<file path="config.mk">
export PLATFORM = sky130hd
export DESIGN_NAME = mult_share_arbiter_flat
export DESIGN_NICKNAME = d
export VERILOG_FILES = /design/src/rtl/mult_share_arbiter_if.sv /design/src/rtl/mult_share_arbiter.sv /design/src/flat_wrapper.sv
export SDC_FILE = /design/constraint.sdc
export NUM_CORES = 1
export LEC_CHECK = 0
export ABC_CLOCK_PERIOD_IN_PS = 4150
export CAP_MARGIN = 40
export CORE_UTILIZATION = 40
export DETAILED_ROUTE_END_ITERATION = 8
export DONT_BUFFER_PORTS = 1
export PLACE_DENSITY = 0.5
export SLEW_MARGIN = 20
export SYNTH_ARGS = -nofsm -noshare
export SYNTH_HDL_FRONTEND = slang
export SYNTH_SLANG_ARGS = --single-unit
</file>
<file path="constraint.sdc">
create_clock -name clk -period 4.15 [get_ports clk]
set_clock_uncertainty 0.05 [all_clocks]
set_input_delay 0.83 -clock clk [delete_from_list [all_inputs] [get_ports clk]]
set_output_delay 0.83 -clock clk [all_outputs]
set_load 0.02 [all_outputs]
</file>
<file path="src/rtl/mult_share_arbiter_if.sv">
// Handshake bundle between the multiplier-sharing arbiter, its requesters and the multiplier.
// master is the arbiter's view; slave is the environment (requesters plus multiplier).
interface mult_share_arbiter_if #(
  parameter int N     = 4,
  parameter int WIDTH = 8
);
  logic [N-1:0]       req_valid;
  logic [N-1:0]       req_ready;
  logic [N*WIDTH-1:0] req_a;
  logic [N*WIDTH-1:0] req_b;
  logic [N-1:0]       rsp_valid;
  logic [N-1:0]       rsp_ready;
  logic [WIDTH-1:0]   rsp_data;
  logic               mul_valid;
  logic               mul_ready;
  logic [WIDTH-1:0]   mul_a;
  logic [WIDTH-1:0]   mul_b;
  logic               mul_done;
  logic [WIDTH-1:0]   mul_p;

  modport master (
    input  req_valid, req_a, req_b, rsp_ready, mul_ready, mul_done, mul_p,
    output req_ready, rsp_valid, rsp_data, mul_valid, mul_a, mul_b
  );

  modport slave (
    output req_valid, req_a, req_b, rsp_ready, mul_ready, mul_done, mul_p,
    input  req_ready, rsp_valid, rsp_data, mul_valid, mul_a, mul_b
  );
endinterface

</file>
<file path="src/rtl/mult_share_arbiter.sv">
// Round-robin sharing of one multiplier among N requesters, one transaction in flight,
// with a completed-operation counter and a sticky watchdog flag for hung multiplies.
//
// state   | meaning
// IDLE    | pick next requester round-robin, pulse req_ready, latch operands
// ISSUE   | present operands to multiplier until accepted
// WAIT    | await mul_done, watchdog running
// RESP    | hold product for granted requester until it takes it
module mult_share_arbiter #(
  parameter int N       = 4,
  parameter int WIDTH   = 8,
  parameter int IDW     = 2,
  parameter int TIMEOUT = 64
) (
  input  logic                 clk,
  input  logic                 rst,
  mult_share_arbiter_if.master bus,
  output logic [IDW-1:0]       grant_id,
  output logic                 busy,
  output logic [15:0]          op_count,
  output logic                 err
);
  localparam int WDW = $clog2(TIMEOUT + 1);

  typedef enum logic [1:0] {S_IDLE, S_ISSUE, S_WAIT, S_RESP} state_t;

  state_t           state, state_nx;
  logic [IDW-1:0]   last_grant;
  logic [IDW-1:0]   pick;
  logic             pick_found;
  logic [WIDTH-1:0] mul_a_q, mul_b_q, rsp_data_q;
  logic [WDW-1:0]   wdog;
  logic             timeout_hit;

  // First valid requester after the last one served, wrapping.
  always_comb begin
    pick       = '0;
    pick_found = 1'b0;
    for (int k = 1; k <= N; k++) begin
      if (!pick_found && bus.req_valid[(int'(last_grant) + k) % N]) begin
        pick_found = 1'b1;
        pick       = IDW'((int'(last_grant) + k) % N);
      end
    end
  end

  assign timeout_hit = (wdog == WDW'(TIMEOUT - 1));

  always_comb begin
    state_nx      = state;
    bus.req_ready = '0;
    bus.mul_valid = 1'b0;
    bus.rsp_valid = '0;
    case (state)
      S_IDLE: begin
        if (!rst && pick_found) begin
          bus.req_ready[pick] = 1'b1;
          state_nx            = S_ISSUE;
        end
      end
      S_ISSUE: begin
        bus.mul_valid = 1'b1;
        if (bus.mul_ready) state_nx = S_WAIT;
      end
      S_WAIT: begin
        if (bus.mul_done || timeout_hit) state_nx = S_RESP;
      end
      S_RESP: begin
        bus.rsp_valid[grant_id] = 1'b1;
        if (bus.rsp_ready[grant_id]) state_nx = S_IDLE;
      end
      default: state_nx = S_IDLE;
    endcase
  end

  always_ff @(posedge clk) begin
    if (rst) begin
      state      <= S_IDLE;
      last_grant <= IDW'(N - 1);
      grant_id   <= '0;
      mul_a_q    <= '0;
      mul_b_q    <= '0;
      rsp_data_q <= '0;
      wdog       <= '0;
      op_count   <= '0;
      err        <= 1'b0;
    end else begin
      state <= state_nx;
      case (state)
        S_IDLE: begin
          if (pick_found) begin
            grant_id <= pick;
            mul_a_q  <= bus.req_a[int'(pick) * WIDTH +: WIDTH];
            mul_b_q  <= bus.req_b[int'(pick) * WIDTH +: WIDTH];
          end
        end
        S_ISSUE: begin
          if (bus.mul_ready) wdog <= '0;
        end
        S_WAIT: begin
          // A real product wins over a watchdog expiring in the same cycle.
          if (bus.mul_done) begin
            rsp_data_q <= bus.mul_p;
          end else if (timeout_hit) begin
            err        <= 1'b1;
            rsp_data_q <= '0;
          end else begin
            wdog <= wdog + 1'b1;
          end
        end
        S_RESP: begin
          if (bus.rsp_ready[grant_id]) begin
            last_grant <= grant_id;
            op_count   <= op_count + 16'd1;
          end
        end
        default: ;
      endcase
    end
  end

  assign bus.mul_a    = mul_a_q;
  assign bus.mul_b    = mul_b_q;
  assign bus.rsp_data = rsp_data_q;
  assign busy         = (state != S_IDLE);
endmodule
</file>
<file path="src/flat_wrapper.sv">
// flat-port wrapper written by rule: the top's interface ports become plain ports
module mult_share_arbiter_flat 
#(
  parameter int N       = 4,
  parameter int WIDTH   = 8,
  parameter int IDW     = 2,
  parameter int TIMEOUT = 64
)
  (clk, rst, grant_id, busy, op_count, err, bus_req_valid, bus_req_a, bus_req_b, bus_rsp_ready, bus_mul_ready, bus_mul_done, bus_mul_p, bus_req_ready, bus_rsp_valid, bus_rsp_data, bus_mul_valid, bus_mul_a, bus_mul_b);
  mult_share_arbiter_if #(.N(N), .WIDTH(WIDTH)) bus_i ();
  input  logic clk;
  input  logic rst;
  output logic [IDW-1:0] grant_id;
  output logic busy;
  output logic [15:0] op_count;
  output logic err;
  input wire logic [$bits(bus_i.req_valid)-1:0] bus_req_valid;
  input wire logic [$bits(bus_i.req_a)-1:0] bus_req_a;
  input wire logic [$bits(bus_i.req_b)-1:0] bus_req_b;
  input wire logic [$bits(bus_i.rsp_ready)-1:0] bus_rsp_ready;
  input wire logic [$bits(bus_i.mul_ready)-1:0] bus_mul_ready;
  input wire logic [$bits(bus_i.mul_done)-1:0] bus_mul_done;
  input wire logic [$bits(bus_i.mul_p)-1:0] bus_mul_p;
  output wire logic [$bits(bus_i.req_ready)-1:0] bus_req_ready;
  output wire logic [$bits(bus_i.rsp_valid)-1:0] bus_rsp_valid;
  output wire logic [$bits(bus_i.rsp_data)-1:0] bus_rsp_data;
  output wire logic [$bits(bus_i.mul_valid)-1:0] bus_mul_valid;
  output wire logic [$bits(bus_i.mul_a)-1:0] bus_mul_a;
  output wire logic [$bits(bus_i.mul_b)-1:0] bus_mul_b;
  assign bus_i.req_valid = bus_req_valid;
  assign bus_i.req_a = bus_req_a;
  assign bus_i.req_b = bus_req_b;
  assign bus_i.rsp_ready = bus_rsp_ready;
  assign bus_i.mul_ready = bus_mul_ready;
  assign bus_i.mul_done = bus_mul_done;
  assign bus_i.mul_p = bus_mul_p;
  assign bus_req_ready = bus_i.req_ready;
  assign bus_rsp_valid = bus_i.rsp_valid;
  assign bus_rsp_data = bus_i.rsp_data;
  assign bus_mul_valid = bus_i.mul_valid;
  assign bus_mul_a = bus_i.mul_a;
  assign bus_mul_b = bus_i.mul_b;
  mult_share_arbiter #(.N(N), .WIDTH(WIDTH), .IDW(IDW), .TIMEOUT(TIMEOUT)) u_core (.clk(clk), .rst(rst), .bus(bus_i), .grant_id(grant_id), .busy(busy), .op_count(op_count), .err(err));
endmodule
</file>
==> results of run 1 <==
==> critical path, stage by stage, from the launching register on <==
cell	delay (ns)
dfxtp_1	0.35
inv_1	0.10
ha_1	0.23
nand2_1	0.43
a211oi_1	0.75
==> sequential cells by signal (all words and copies together), names as in the netlist <==
signal / flops
u_core.op_count: 16
u_core.bus.mul_a: 8
u_core.bus.mul_b: 8
u_core.bus.rsp_data: 8
u_core.wdog: 7
u_core.grant_id: 2
u_core.last_grant: 2
u_core.state: 2
u_core.err: 1
==> metrics by stage <==
step / hold slack, ns / total power [mW]
after global placement: 0.414 / 1.25
after detailed placement: 0.420 / 1.27
after floorplan: 0.393 / 1.16
after CTS: 0.441 / 1.63
final: 0.442 / 1.61
after global routing: 0.455 / 1.72
==> worst max-delay path by stage <==
stage / slack (ns) / cells after the start / endpoint
6_report: 1.09 / 4 / bus_req_ready[0]
5_1_grt: 0.90 / 4 / bus_req_ready[0]
2_1_floorplan: 1.05 / 6 / bus_req_ready[2]
4_1_cts: 1.06 / 4 / bus_req_ready[0]
3_5_place_dp: 1.12 / 4 / bus_req_ready[3]
3_3_place_gp: 1.09 / 4 / bus_req_ready[0]
==> per-layer routing <==
metal  GRT usage (%)  share of wire [%]  vias up
li1                -                  -     1163
met2            32.2                 48       98
met4            5.08               0.93        0
met1            21.3                 43     1060
met3            5.70                8.1        4
met5               0                  0        -
==> layout make-up <==
class / count / area, um^2
Clock inverter: 3 / 43.8
Fill cell: 666 / 3580
Inverter: 11 / 41.3
Multi-Input combinational cell: 239 / 1510
Timing Repair Buffer: 4 / 36.3
Clock buffer: 5 / 68.8
Tap cell: 77 / 96.3
Sequential cell: 54 / 1080
==> cells in the final DEF, fill, tap and decap left out, types with 3 or more instances in the layout <==
| cell type | netlist | routed |
|---|---|---|
| nor2_1 | 60 | 60 |
| dfxtp_1 | 54 | 54 |
| a21oi_1 | 26 | 26 |
| a211oi_1 | 18 | 18 |
| a222oi_1 | 16 | 16 |
| nand2_1 | 14 | 14 |
| xor2_1 | 13 | 13 |
| inv_1 | 11 | 11 |
| nand3_1 | 9 | 9 |
| nand4_1 | 9 | 9 |
| a22oi_1 | 8 | 8 |
| nand2b_1 | 6 | 6 |
| ha_1 | 6 | 6 |
| and3_1 | 5 | 5 |
| xnor2_1 | 5 | 5 |
| clkbuf_8 | 0 | 5 |
| o21ai_0 | 4 | 4 |
| nor3_1 | 4 | 4 |
| nor3b_1 | 3 | 3 |
| a221oi_1 | 3 | 3 |
| mux2i_1 | 3 | 3 |
==> logic make-up after synthesis <==
family	count (synthesis)	share of synthesized area (%)
flops	54	39.6
simple gates	125	21.9
fa+ha+maj	6	2.75
xor+xnor	18	5.77
compound gates	86	23.0
mux	4	1.92
buf+inv	30	5.08
==> report_power, final <==
group | total, mW | switching, mW | internal, mW
Clock | 0.362 | 0.181 | 0.181
Combinational | 0.443 | 0.273 | 0.170
Sequential | 0.804 | 0.190 | 0.615
Total | 1.61 | 0.643 | 0.966
==> summary.md, run 1 <==
| Metric | Value |
|---|---|
| Hold path cells | `1` |
| Synthesized instance count | `323` |
| Die ar. | `7160 um^2` |
| CTS Sinks | `54` |
| Nets | `405` |
| Post_cts resized | `0` |
| Tot GR Track Use | `18.2%` |
| I/O pins | `137` |
| Pre-antenna DRT Iters | `7` |
| N_diodes | `0` |
| Share of layout cells above drive strength 1 | `6.65%` |
| Initial Utilization | `42.3%` |
| Peak VDD IR | `232 uV` |
| Sequential area share after synthesis | `39.6%` |
| CTS max path bufs | `2` |
| Slew @ Worst Pin | `0.784 ns` |
| Dpl hpwl | `4710 um` |
| Syn_area_per_cell | `8.46 um^2` |
| Final Hold Viols | `0` |
| Tmin final | `3.06 ns` |
| Commonest cells in the netlist | `nor2_1, dfxtp_1, a21oi_1` |
| Setup TNS | `0 ns` |
| Worst hold start | `u_core.wdog[6]` |
| FF-to-FF End | `u_core.wdog[5]` |
| Die X | `84.6 um` |
| Pre-CTS WS | `1.12 ns` |
| Worst setup SP type | `register` |
| CP endpoint kind | `primary output` |
| Htree depth | `2` |
| Ys async rst share | `0%` |
| Synth unique cells | `49` |
| Site Rows | `29` |
| Chip Height | `84.6 um` |
| Post-CTS Hold Fix Bufs | `0` |
| Vias per Instance | `5.92` |
| RSZ-0062 raised after global routing | `false` |
| Crit Path Class | `reg2out` |
| Num CTS Buffers | `5` |
| Rel. slew slack | `47.7%` |
| First-pass GRT wire length | `10,500 um` |
| Most frequent cell after synthesis | `nor2_1` |
| Worst-path clk slew | `0.11 ns` |
| Top post-synthesis cells by area | `dfxtp_1, nor2_1, a222oi_1` |
| Initial antenna violation count | `0` |
| Core Box Area | `6460 um^2` |
| EDFF count, synth | `0` |
| DRT antenna net count | `0` |
| Register-to-register setup slack | `2.11 ns` |
| Largest net degree at the start of global routing | `55` |
| Critical path arrival | `2.18 ns` |
| Worst flop-to-flop path startpoint | `u_core.state[0]` |
| Yosys top cell area share | `39.6%` |
| Final setup viols | `0` |
| Status | `complete, but fails checks` |
| CTS tree | `yes` |
| Routed wire length | `6570 um` |
| Vias | `2,325` |
| Area grow syn2layout | `5.41%` |
| Finished Cell Area | `2880 um^2` |
| GRT Residual Overflow | `0` |
| Pleak | `1.06 nW` |
| Post-CTS Setup Inserts | `0` |
| GP Congestion | `0.821` |
| Prevailing post-synth register cell | `dfxtp_1` |
| Critical path peak fanout | `20` |
| Fin util | `44.6%` |
| Pins over their slew limit | `0` |
| Mapped Area | `2730 um^2` |
| Root buffer selected by CTS | `clkbuf_8` |
| Clk_lat worst skew | `0.31 ns` |
| Worst Setup SP | `u_core.state[0]` |
| Worst Reg-to-Reg Cells | `7` |
| Non-Filler Instances | `393` |
| Failing checks | `design-rule violations` |
| YS warnings | `0` |
| Placed Area | `2770 um^2` |
| Fmax | `327 MHz` |
| Final WS setup | `1.09 ns` |
| Tcrit/Tclk final | `73.7%` |
| Worst Hold Class | `reg2reg` |
| CP required | `3.27 ns` |
| Placed Cells incl. Taps | `385` |
| Drt wl/cell | `16.7 um` |
| Vias in the first global route | `2,188` |
| Number of max-cap violations | `0` |
| Initial DRC count | `136` |
| End of the worst hold path | `u_core.wdog[6]` |
| Drc violations | `6` |
| Yosys top cell by area | `dfxtp_1` |
| #FFs+latches synth | `54` |
| I/O Buffers | `0` |
| Power per cell area | `559 nW/um^2` |
| Syn Nets | `413` |
Power figures use the tool's default switching activity.
==> run 2: changes to the inputs <==
--- a/config.mk
+++ b/config.mk
@@ -5,7 +5,7 @@
 export SDC_FILE = /design/constraint.sdc
 export NUM_CORES = 1
 export LEC_CHECK = 0
-export ABC_CLOCK_PERIOD_IN_PS = 4150
+export ABC_CLOCK_PERIOD_IN_PS = 3050
 export CAP_MARGIN = 40
 export CORE_UTILIZATION = 40
 export DETAILED_ROUTE_END_ITERATION = 8
==> constraint.sdc (replaced) <==
create_clock -name clk -period 3.05 [get_ports clk]
set_clock_uncertainty 0.05 [all_clocks]
set_input_delay 0.61 -clock clk [delete_from_list [all_inputs] [get_ports clk]]
set_output_delay 0.61 -clock clk [all_outputs]
set_load 0.02 [all_outputs]
==> summary.md, run 2 (synthesis results as in run 1) <==
| Metric | Value |
|---|---|
| Nets | `409 (+0.99%)` |
| Power per cell area | `737 nW/um^2 (+32%)` |
| Placed Area | `2790 um^2 (+0.86%)` |
| CP endpoint kind | `primary output` |
| I/O Buffers | `0 (unchanged)` |
| First-pass GRT wire length | `10,700 um (+1.8%)` |
| End of the worst hold path | `u_core.wdog[1]` |
| # fillers | `659 (-1.1%)` |
| Dpl hpwl | `4810 um (+2.1%)` |
| Drt wl/cell | `16.9 um (+0.88%)` |
| Htree depth | `2 (unchanged)` |
| Site Rows | `29 (unchanged)` |
| N_diodes | `0 (unchanged)` |
| Worst Hold Class | `in2reg` |
| Post_cts resized | `0 (unchanged)` |
| Vias in the first global route | `2,258 (+3.2%)` |
| Pre-antenna DRT Iters | `8 (+1)` |
| Area grow syn2layout | `5.63%` |
| Failing checks | `design-rule violations` |
| RSZ-0062 raised after global routing | `false` |
| Peak VDD IR | `329 uV (+42%)` |
| Tmin final | `2.47 ns` |
| Pins over their slew limit | `0 (unchanged)` |
| Commonest non-fill, non-tap cell in the layout | `nor2_1` |
| Num CTS Buffers | `5 (unchanged)` |
| CTS Sinks | `54 (unchanged)` |
| Setup TNS | `0 ns (unchanged)` |
| Post-CTS Setup Inserts | `0 (unchanged)` |
| Die X | `84.6 um (unchanged)` |
| Worst setup SP type | `register` |
| Largest Register | `u_core.op_count` |
| Post-CTS Hold Fix Bufs | `0 (unchanged)` |
| Number of max-cap violations | `0 (unchanged)` |
| Final Hold Viols | `0 (unchanged)` |
| Critical path peak fanout | `17 (-15%)` |
| Core Box Area | `6460 um^2 (unchanged)` |
| Worst hold start | `rst` |
| CTS tree | `yes` |
| DRT antenna net count | `0 (unchanged)` |
| Most frequent cells in the layout | `nor2_1, dfxtp_1, a21oi_1` |
| Drc violations | `6 (unchanged)` |
| GRT Residual Overflow | `0 (unchanged)` |
| Share of layout cells above drive strength 1 | `7.81% (+1.2 points)` |
| I/O pins | `137 (unchanged)` |
| Crit Path Class | `reg2out` |
| FF-to-FF End | `u_core.bus.mul_a[5]` |
| Initial DRC count | `143 (+5.1%)` |
| Slew @ Worst Pin | `0.776 ns (-0.00782 ns)` |
| Root buffer selected by CTS | `clkbuf_8` |
| Tot GR Track Use | `18.6% (+0.32 points)` |
| GP Congestion | `0.769 (-6.4%)` |
| Rel. slew slack | `48.2% (+0.52 points)` |
| Register-to-register setup slack | `1.07 ns (-1.04 ns)` |
| Critical path arrival | `1.81 ns (-0.37 ns)` |
| Clk_lat worst skew | `0.30 ns (about the same)` |
| Max reg flops | `16 (unchanged)` |
| Fmax | `405 MHz` |
| Die ar. | `7160 um^2 (unchanged)` |
| CTS max path bufs | `2 (unchanged)` |
| Vias per Instance | `6.00 (+1.4%)` |
| Initial Utilization | `42.3% (unchanged)` |
| Worst-path clk slew | `0.10 ns (about the same)` |
| Finished Cell Area | `2890 um^2 (+0.22%)` |
| Tcrit/Tclk final | `80.9%` |
| Status | `complete, but fails checks` |
| Chip Height | `84.6 um (unchanged)` |
| CP required | `2.39 ns (-0.88 ns)` |
| Worst flop-to-flop path startpoint | `u_core.last_grant[0]` |
| Routed wire length | `6700 um (+1.9%)` |
| Pleak | `1.07 nW (+0.87%)` |
| Final setup viols | `0 (unchanged)` |
| Vias | `2,382 (+2.5%)` |
| Hold path cells | `1 (unchanged)` |
| Initial antenna violation count | `0 (unchanged)` |
| Largest net degree at the start of global routing | `55 (unchanged)` |
| Worst Reg-to-Reg Cells | `5 (-2)` |
-- run 2: cell types whose count changed in the layout (fill, tap and decap cells not counted), sizes merged --
cell           delta
inv               -1
buf               +5
clkbuf            +1
clkdlybuf4s18     -1
bufinv            -1
clkinvlp          +1
-- run 2: how the worst max path moves through the flow --
stage | start | to | cells after the start
detailed placement | bus_req_valid[3] | bus_req_ready[0] | 5
floorplan | bus_req_valid[0] | bus_req_ready[2] | 6
finish | u_core.last_grant[1] | bus_req_ready[3] | 6
CTS | u_core.state[0] | bus_req_ready[0] | 5
global route | u_core.state[0] | bus_req_ready[0] | 5
global placement | bus_req_valid[3] | bus_req_ready[2] | 5
-- run 2: through the flow --
step | total power, mW | cells | hold slack [ns] | util (%) | worst slack (ns)
finish | 2.13 | 397 | 0.319 | 44.7 | 0.583
global route | 2.28 | 397 | 0.296 | 44.7 | 0.376
CTS | 2.17 | 397 | 0.304 | 44.7 | 0.553
detailed placement | 1.74 | 389 | 0.418 | 43.2 | 0.792
global placement | 1.73 | 389 | 0.413 | 43.2 | 0.815
floorplan | 1.58 | 323 | 0.393 | - | 0.390
-- run 2: per-layer routing --
metal	wire [um]	vias up	share of wire [%]	GRT usage, %
met5	0	-	0	0
met4	55	0	0.82	4.16
met3	587	6	8.8	5.70
met2	3200	123	48	33.0
met1	2850	1087	43	21.9
li1	-	1166	-	-
-- run 2: layout make-up --
type | count | area, um^2 | share of cell area [%]
multi-input cells | 239 | 1510 | 52.4
inverters | 11 | 41.3 | 1.43
flip-flops and latches | 54 | 1080 | 37.5
repair buffers | 8 | 60.1 | 2.08
clock inverters | 2 | 12.5 | 0.434
well taps | 77 | 96.3 | 3.34
clock buffers | 6 | 82.6 | 2.86
-- run 2: worst max-delay path, cell delays in order, from the launching register on --
cell,delay [ns]
dfxtp_1,0.54
nor2_1,0.09
a221oi_1,0.27
nor2b_1,0.08
buf_4,0.20
nor3b_1,0.15
buf_4,0.17
-- run 2: report_power, final --
group / switching, mW / leakage, nW / internal, mW
clock: 0.232 / 0.0472 / 0.183
combinational: 0.376 / 0.584 / 0.239
sequential: 0.260 / 0.440 / 0.837
total: 0.868 / 1.07 / 1.26
==> run 3: changes to the inputs <==
--- a/config.mk
+++ b/config.mk
@@ -5,7 +5,7 @@
 export SDC_FILE = /design/constraint.sdc
 export NUM_CORES = 1
 export LEC_CHECK = 0
-export ABC_CLOCK_PERIOD_IN_PS = 3050
+export ABC_CLOCK_PERIOD_IN_PS = 2500
 export CAP_MARGIN = 40
 export CORE_UTILIZATION = 40
 export DETAILED_ROUTE_END_ITERATION = 8
==> constraint.sdc (replaced) <==
create_clock -name clk -period 2.5 [get_ports clk]
set_clock_uncertainty 0.05 [all_clocks]
set_input_delay 0.5 -clock clk [delete_from_list [all_inputs] [get_ports clk]]
set_output_delay 0.5 -clock clk [all_outputs]
set_load 0.02 [all_outputs]
==> summary.md, run 3 (synthesis results as in run 1) <==
| Metric | Value |
|---|---|
| I/O Buffers | `0 (unchanged)` |
| Worst setup SP type | `register` |
| Rel. slew slack | `57.2% (+9.0 points)` |
| DRT antenna net count | `0 (unchanged)` |
| Largest net degree at the start of global routing | `55 (unchanged)` |
| Peak VDD IR | `337 uV (+2.3%)` |
| GP Congestion | `0.750 (-2.5%)` |
| Placed Cells incl. Taps | `393 (+1.0%)` |
| Register Area | `1080 um^2 (unchanged)` |
| Worst-path clk slew | `0.09 ns (about the same)` |
| Site Rows | `29 (unchanged)` |
| Setup TNS | `0 ns (unchanged)` |
| Dpl hpwl | `4780 um (-0.48%)` |
| Initial antenna violation count | `0 (unchanged)` |
| Final setup viols | `0 (unchanged)` |
| Largest Register | `u_core.op_count` |
| Commonest non-fill, non-tap cell in the layout | `nor2_1` |
| Drt wl/cell | `16.8 um (-0.54%)` |
| Multi-input logic area | `1510 um^2 (unchanged)` |
| Initial Utilization | `42.3% (unchanged)` |
| Num CTS Buffers | `5 (unchanged)` |
| Pleak | `1.08 nW (+1.0%)` |
| N_diodes | `0 (unchanged)` |
| Crit Path Class | `reg2out` |
| CP endpoint kind | `primary output` |
| GRT Residual Overflow | `0 (unchanged)` |
| Root buffer selected by CTS | `clkbuf_8` |
| # fillers | `691 (+4.9%)` |
| CTS tree | `yes` |
| Critical path arrival | `1.71 ns (-0.10 ns)` |
| Fmax | `443 MHz` |
| Pre-CTS WS | `0.422 ns (-0.370 ns)` |
| CTS max path bufs | `2 (unchanged)` |
| Die X | `84.6 um (unchanged)` |
| Number of max-cap violations | `0 (unchanged)` |
| Pre-antenna DRT Iters | `7 (-1)` |
| Tot GR Track Use | `18.7% (+0.10 points)` |
| Pins over their slew limit | `0 (unchanged)` |
| Nets | `413 (+0.98%)` |
| Drc violations | `6 (unchanged)` |
| CP required | `1.95 ns (-0.44 ns)` |
| Max reg flops | `16 (unchanged)` |
| Vias in the first global route | `2,217 (-1.8%)` |
| Initial DRC count | `138 (-3.5%)` |
| Vias per Instance | `6.02 (+0.25%)` |
| Area grow syn2layout | `6.18%` |
| I/O pins | `137 (unchanged)` |
| Power per cell area | `892 nW/um^2 (+21%)` |
| Tcrit/Tclk final | `90.3%` |
| Core Box Area | `6460 um^2 (unchanged)` |
| Worst Hold Class | `in2reg` |
| Share of layout cells above drive strength 1 | `8.36% (+0.55 points)` |
| Final Hold Viols | `0 (unchanged)` |
| Post_cts resized | `0 (unchanged)` |
| Tmin final | `2.26 ns` |
| Post-CTS Setup Inserts | `0 (unchanged)` |
| Failing checks | `design-rule violations` |
| Post-CTS Hold Fix Bufs | `0 (unchanged)` |
| RSZ-0062 raised after global routing | `false` |
| Vias | `2,406 (+1.0%)` |
| Chip Height | `84.6 um (unchanged)` |
| CTS Sinks | `54 (unchanged)` |
| WHS | `0.210 ns (-0.109 ns)` |
| Most frequent cells in the layout | `nor2_1, dfxtp_1, a21oi_1` |
| Final WS setup | `0.242 ns (-0.341 ns)` |
| First-pass GRT wire length | `10,700 um (+0.58%)` |
| Routed wire length | `6710 um (+0.21%)` |
| PnR Total Power | `2.59 mW (+22%)` |
| Critical path peak fanout | `4 (-13)` |
| Slew @ Worst Pin | `0.642 ns (-0.134 ns)` |
| Non-Filler Instances | `400 (+0.76%)` |
| Clk_lat worst skew | `0.30 ns (about the same)` |
| Status | `complete, but fails checks` |
| Die ar. | `7160 um^2 (unchanged)` |
| Htree depth | `2 (unchanged)` |
[run 3: area by class of cell]
| cell class | count | area share [%] |
|---|---|---|
| Sequential cell | 54 | 37.3 |
| Tap cell | 77 | 3.32 |
| Clock buffer | 6 | 2.50 |
| Timing Repair Buffer | 12 | 3.11 |
| Clock inverter | 1 | 0.259 |
| Multi-Input combinational cell | 239 | 52.1 |
| Inverter | 11 | 1.42 |
[run 3: worst paths after layout]
path	start	slack [ns]	depth (start not counted)	endpoint
min reg2reg	u_core.wdog[6]	0.43	1	u_core.wdog[6]
max reg2reg	u_core.last_grant[0]	0.45	5	u_core.bus.mul_b[5]
min	rst	0.21	1	u_core.bus.rsp_data[4]
max	u_core.state[0]	0.24	5	bus_req_ready[1]
[run 3: report_power, final]
| group | internal, mW | total (mW) | switching, mW | leakage [nW] |
|---|---|---|---|---|
| logic | 0.317 | 0.812 | 0.495 | 0.605 |
| registers | 1.02 | 1.31 | 0.285 | 0.440 |
| clock network | 0.193 | 0.469 | 0.276 | 0.0373 |
[run 3: per-layer routing]
layer	up-vias	routed length (um)	global-route usage, %	part of all wire, %
li1	1177	-	-	-
met1	1119	2830	22.2	42
met3	8	560	5.11	8.3
met4	0	67	6.01	1.0
met2	102	3250	32.6	48
met5	-	0	0	0
[run 3: per-stage QoR]
| step | instance area (um^2) | utilization, % |
|---|---|---|
| global placement | 2820 | 43.7 |
| global route | 2900 | 44.9 |
| finish | 2900 | 44.9 |
| floorplan | 2730 | - |
| detailed placement | 2820 | 43.7 |
| CTS | 2900 | 44.9 |
[run 3: worst max-delay path: stages (launching register included)]
cell and delay (ns):
dfxtp_1 0.34, inv_1 0.10, ha_1 0.23, inv_1 0.18, nor4_1 0.35, buf_4 0.20
